$ cat config.mk
export PLATFORM = sky130hd
export DESIGN_NAME = cpu_status_reg
export DESIGN_NICKNAME = d
export VERILOG_FILES = /design/src/rtl/cpu_pkg.sv /design/src/rtl/cpu_status_reg.sv
export SDC_FILE = /design/constraint.sdc
export NUM_CORES = 1
export LEC_CHECK = 0
export CORE_UTILIZATION = 23
export CTS_BUF_LIST = sky130_fd_sc_hd__clkbuf_16
export DETAILED_ROUTE_END_ITERATION = 8
export PLACE_DENSITY = 0.74
export SYNTH_ARGS = -nofsm -noshare
export SYNTH_HDL_FRONTEND = slang
export SYNTH_SLANG_ARGS = --single-unit
$ cat constraint.sdc
create_clock -name clk -period 0.94 [get_ports clk]
set_input_delay 0.282 -clock clk [delete_from_list [all_inputs] [get_ports clk]]
set_output_delay 0.282 -clock clk [all_outputs]
set_load 0.05 [all_outputs]
$ cat src/rtl/cpu_pkg.sv
// Shared CPU definitions: status flag bit positions and the reset image of P.
package cpu_pkg;

    localparam int FLAG_C = 0;
    localparam int FLAG_Z = 1;
    localparam int FLAG_I = 2;
    localparam int FLAG_D = 3;
    localparam int FLAG_B = 4;
    localparam int FLAG_U = 5;
    localparam int FLAG_V = 6;
    localparam int FLAG_N = 7;

    localparam logic [7:0] P_RESET_DEFAULT = 8'h24;

endpackage

$ cat src/rtl/cpu_status_reg.sv
// 6502/2A03 status register P with stack-push image and poll-sampled IRQ inhibit.
// Define DECIMAL_FLAG_EN to make D a real register; otherwise D reads 0.
module cpu_status_reg
    import cpu_pkg::*;
#(
    parameter logic [7:0] P_RESET = P_RESET_DEFAULT
) (
    input  logic       clk,
    input  logic       rst,
    input  logic [7:0] res_in,
    input  logic       cout_in,
    input  logic       ovf_in,
    input  logic [7:0] data_in,
    input  logic       upd_nz,
    input  logic       upd_c,
    input  logic       upd_v,
    input  logic       bit_en,
    input  logic       set_c,
    input  logic       clr_c,
    input  logic       set_i,
    input  logic       clr_i,
    input  logic       set_d,
    input  logic       clr_d,
    input  logic       clr_v,
    input  logic       pull_en,
    input  logic       push_b,
    input  logic       poll_strobe,
    output logic [7:0] p_out,
    output logic [7:0] p_push,
    output logic       c_out,
    output logic       z_out,
    output logic       n_out,
    output logic       v_out,
    output logic       irq_inhibit
);

    logic n, v, d, i, z, c;
    logic res_zero;

    assign res_zero = (res_in == 8'h00);

    always_ff @(posedge clk or posedge rst) begin
        if (rst) begin
            n           <= P_RESET[FLAG_N];
            v           <= P_RESET[FLAG_V];
            i           <= P_RESET[FLAG_I];
            z           <= P_RESET[FLAG_Z];
            c           <= P_RESET[FLAG_C];
            irq_inhibit <= 1'b1;
        end else begin
            if (pull_en)     n <= data_in[FLAG_N];
            else if (bit_en) n <= data_in[7];
            else if (upd_nz) n <= res_in[7];

            if (pull_en)     v <= data_in[FLAG_V];
            else if (bit_en) v <= data_in[6];
            else if (clr_v)  v <= 1'b0;
            else if (upd_v)  v <= ovf_in;

            if (pull_en)     z <= data_in[FLAG_Z];
            else if (bit_en) z <= res_zero;
            else if (upd_nz) z <= res_zero;

            if (pull_en)     c <= data_in[FLAG_C];
            else if (set_c)  c <= 1'b1;
            else if (clr_c)  c <= 1'b0;
            else if (upd_c)  c <= cout_in;

            if (pull_en)     i <= data_in[FLAG_I];
            else if (set_i)  i <= 1'b1;
            else if (clr_i)  i <= 1'b0;

            // Sample the pre-edge I so CLI/SEI/PLP take effect one poll late.
            if (poll_strobe) irq_inhibit <= i;
        end
    end

`ifdef DECIMAL_FLAG_EN
    always_ff @(posedge clk or posedge rst) begin
        if (rst)          d <= P_RESET[FLAG_D];
        else if (pull_en) d <= data_in[FLAG_D];
        else if (set_d)   d <= 1'b1;
        else if (clr_d)   d <= 1'b0;
    end
    logic unused_bits;
    assign unused_bits = ^data_in[5:4];
`else
    assign d = 1'b0;
    logic unused_bits;
    assign unused_bits = ^{set_d, clr_d, data_in[5:3]};
`endif

    assign p_out  = {n, v, 1'b1, 1'b1, d, i, z, c};
    assign p_push = {n, v, 1'b1, push_b, d, i, z, c};
    assign c_out  = c;
    assign z_out  = z;
    assign n_out  = n;
    assign v_out  = v;

endmodule

After elaboration in Yosys (flattened, before gate mapping)
Index checks and enable logic that the tools add are counted.

storage, ports and cells
  register bits = 6
  bits in latches = 0
  RAM bits = 0
  ROM bits = 0
  output and inout bits = 21
  memories kept = 0

cells by class
  add/subtract/negate cells = 0
  multiply operators = 0
  div/mod/pow operators = 0
  magnitude comparators = 0
  equality and inequality tests = 0
  shifts and indexed selects = 0
  multiplexer cells = 17
  bitwise gates (word level) = 0
  reduce and logical (&&, ||, !) cells = 5

operators by type and width
  kind                number
  2-to-1 mux 1 bit    17
  logical NOT 8 bit   1
  nonzero test 4 bit  2
  nonzero test 3 bit  2

Logic depth before layout (Yosys ltp)
  depth in word-level cells = 4
  gate-level depth with buffers = 4

Worst setup path after synthesis
No wires, ideal clock.

  path kind = register to output
  start = register z (netlist: z_out)
  end = output port p_out[1]
  arrival time = 0.923 ns
  data required time = 0.658 ns
  setup slack = -0.265 ns
  cell stages (with the launch flop) = 2
  path buffers = 1
  path through = dfrtp_1 > buf_4

RTL lines
  item                      line                  source
  start: declaration        cpu_status_reg.sv:37  logic n, v, d, i, z, c;
  start signal: assignment  cpu_status_reg.sv:47  z <= P_RESET[FLAG_Z];
  start signal: assignment  cpu_status_reg.sv:60  if (pull_en) z <= data_in[FLAG_Z];
  start signal: assignment  cpu_status_reg.sv:61  else if (bit_en) z <= res_zero;
  end: declaration          cpu_status_reg.sv:28  output logic [7:0] p_out,

No word-level cell between the ends.

Worst setup path in the final report
  start = register i
  end = output port p_push[2]

RTL lines
  item                      line                  source
  start: declaration        cpu_status_reg.sv:37
  start signal: assignment  cpu_status_reg.sv:46  i <= P_RESET[FLAG_I];
  start signal: assignment  cpu_status_reg.sv:69  if (pull_en) i <= data_in[FLAG_I];
  end: declaration          cpu_status_reg.sv:29  output logic [7:0] p_push,

No word-level cell between the ends.

==> run_results.csv <==
group,metric,value,unit
layout,design_area,1107,um2
worst_setup_path,r2r_setup_slack,-100,ps
synth,synthMuxAreaShare,11.41,%
synth,ys_seq_elements,6,
placed_design,dpl.hpwl,1.082,mm
worst_setup_path,cpPeakStageDelay,590,ps
synth,yosysSeqAreaShare,33.15,%
clock_network,clockBufferDepth,2,
clock_network,clock-sinks,6,
placed_design,globalplace.congestion,0.5924,
clock_network,cts_tree,"yes",
route,dr.pass1.iters,4,
grt,grt_max_degree,7,
layout,antenna_cells,0,
placed_design,io_buffers,42,
grt,grt_pass1_wl,1.766,mm
timing,setup_viol_count_final,16,
worst_setup_path,cp_num_buf_inv,1,
synth,syn_area,460.4,um2
power_and_ir_drop,p_int,1.202,mW
synth,synth-simple-area-share,13.59,%
layout,multi_input_area,212.7,um2
route,post_drt_wl_per_cell,12.29,um
synth,yosys.cell_count.top_type,"buf_4",
synth,synth_area_leaders,"buf_4 26%, dfrtp_1 22%, dfstp_2 11%, mux2i_1 6.5%, mux2_2 4.9%",
clock_network,htreeDepth,1,
synth,synth_compound_area_share,10.05,%
run,drv_cap,0,
synth,synthXorXnorAreaFrac,0,%
worst_setup_path,critPathSlowestCell,"dfstp_2",
timing,min_period_over_period,133.1,%
synth,synthAdderAreaFrac,0,%
route,antenna_left,0,
placed_design,dpl-instance-area,982.2,um2
timing,hold_viol_final,0,
layout,final_nets,121,
route,wl,1.364,mm
synth,synth_edf_count,0,
worst_setup_path,critPathKind,"reg -> out",
route,drt_iter0_markers,2,
grt,grt_usage,12.39,%
worst_setup_path,crit_path_end_kind,"output pin",
grt,grt_remaining_overflow,0,
timing,period_minus_slack,1251,ps
grt,antenna_found_initial,0,
power_and_ir_drop,clkPwrFrac,40.4,%
power_and_ir_drop,p_leak,0.4971,nW
timing,fmax,799.3,MHz
layout,regArea,157.7,um2
timing,fin_tns_setup,-3619,ps
placed_design,dpl_worst_slack,-488.2,ps
worst_setup_path,critPathMaxFanout,4,
worst_setup_path,r2r_cells,3,
timing,holdWs,271.9,ps
timing,worst_slack,-311.1,ps
clock_network,cts_buffers,3,
worst_setup_path,r2r-end,"c_out$_DFFE_PP0P_",
synth,syn_area_per_cell,9.397,um2
power_and_ir_drop,combPwrFrac,39.9,%
synth,synth_top_family_by_area,"buffers and inverters",
worst_setup_path,critPathTopFamily,"flip-flops",
power_and_ir_drop,power_density,1588,nW/um2
synth,synth_cell_types,19,
floorplan,start_util,25.56,%
worst_setup_path,reg2reg_from,"c_out$_DFFE_PP0P_",
layout,nFillCells,155,
power_and_ir_drop,power,1.758,mW
timing,fin_skew,0.05901,ps
route,drcViolationCount,0,
synth,synthTopCellsByCount,"16 x buf_4, 4 x a21oi_1, 4 x dfrtp_1",
worst_setup_path,cp_cell_sequence,"buf_12",
power_and_ir_drop,swShare,31.63,%
layout,synthToLayoutAreaGrowth,140.5,%
worst_setup_path,cp_data_required_time,660,ps
worst_setup_path,arrival,970,ps
floorplan,die_area,2185,um2
grt,grt_pass1_vias,426,
floorplan,die_w,46.74,um
synth,synthFlopType,"dfrtp_1",
floorplan,row_count,15,
min_path,hold_class,"in -> async",
clock_network,cts.clk_slew.worst_paths,40,ps
synth,synth_top_cell_by_area,"buf_4",
clock_network,root_buffer,"clkbuf_16",
synth,synth_top_cell_area_share,26.09,%
synth,synthCells,49,
timing,grt_setup_unrepaired,"yes",
timing,slew_viol_final,0,
floorplan,pin_count,55,
floorplan,core_area,1802,um2
route,drt-vias-per-instance,4.216,
worst_setup_path,critPathLaunchType,"flip-flop",
layout,drive_gt1_share,43.02,%
run_status,outcome,"finished with violations",
route,vias,468,
run_status,violations,"setup timing",
floorplan,die_h,46.74,um
synth,yosysWarningCount,0,
synth,ys_async_sr_fraction,100.0,%
power_and_ir_drop,switching_power,556.2,uW
power_and_ir_drop,power_frac_seq,19.6,%
clock_network,insertion_delay,230,ps
power_and_ir_drop,peakVddDrop,1.079,mV
-- worst max path at each step --
stage / start / end / slack, ps / cells after the start
global route: i$_DFFE_PP1P_ / p_push[2] / -330 / 1
detailed placement: upd_c / c_out$_DFFE_PP0P_ / -490 / 4
floorplan: c_out$_DFFE_PP0P_ / c_out$_DFFE_PP0P_ / -150 / 3
global placement: upd_c / c_out$_DFFE_PP0P_ / -430 / 4
finish: i$_DFFE_PP1P_ / p_push[2] / -310 / 1
CTS: i$_DFFE_PP1P_ / p_push[2] / -320 / 1
-- cell type report --
class / instances / area share (%)
Multi-Input combinational cell: 27 / 19.21
Tap cell: 25 / 2.825
Sequential cell: 6 / 14.24
Timing Repair Buffer: 47 / 55.93
Clock buffer: 3 / 6.780
Clock inverter: 1 / 0.3390
Inverter: 2 / 0.6780
-- metal layers --
metal | track usage [%] | vias to the layer above | share of wire, %
met2 | 23.89 | 33 | 56
met4 | 5.143 | 0 | 0
met1 | 10.14 | 217 | 31
met5 | 0 | - | 0
met3 | 6.923 | 0 | 13
li1 | - | 218 | -
-- registers in the layout, summed over array words and instances (netlist names) --
| register | count |
|---|---|
| z_out | 1 |
| i | 1 |
| n_out | 1 |
| c_out | 1 |
| v_out | 1 |
| irq_inhibit | 1 |
-- metrics by stage --
stage	util [%]	cells
floorplan	-	52
global placement	54.51	105
detailed placement	54.51	105
CTS	59.03	110
global route	61.46	111
finish	61.46	111
-- timing repair --
action                     4_1_cts  5_1_grt
pin swaps                        1        4
buffers inserted                 0        1
setup endpoints to repair       20       17
hold buffers                     0        0
resized for setup               12        9
gates cloned                     1        0
-- kinds of logic after synthesis --
family | count (synthesis)
AOI/OAI and AO/OA | 8
buffers and inverters | 19
DFF | 6
muxes | 5
other | 2
and+or+nand+nor | 9
-- power by group through the flow --
stage / clock [mW] / combinational, mW / sequential (mW)
finish: 0.711 / 0.702 / 0.345
global route: 0.752 / 0.726 / 0.348
CTS: 0.722 / 0.687 / 0.346
detailed placement: 0 / 0.695 / 0.348
global placement: 0 / 0.684 / 0.346
floorplan: 0 / 0.347 / 0.397
-- cell usage in the layout, fill, tap and decap left out, types with 2 or more instances in the layout --
cell	Yosys	routed
nor4_4	1	2
dlymetal6s2s_1	0	2
conb_1	2	5
dfstp_2	2	2
o21ai_0	2	2
buf_12	0	16
nor2_1	3	2
dfrtp_2	0	4
dlygate4sd2_1	0	9
mux2i_1	3	3
clkdlybuf4s50_1	0	15
inv_1	2	3
clkbuf_16	0	3
buf_6	1	2
a21oi_1	4	3
mux2_2	2	2
Power figures use the tool's default switching activity.
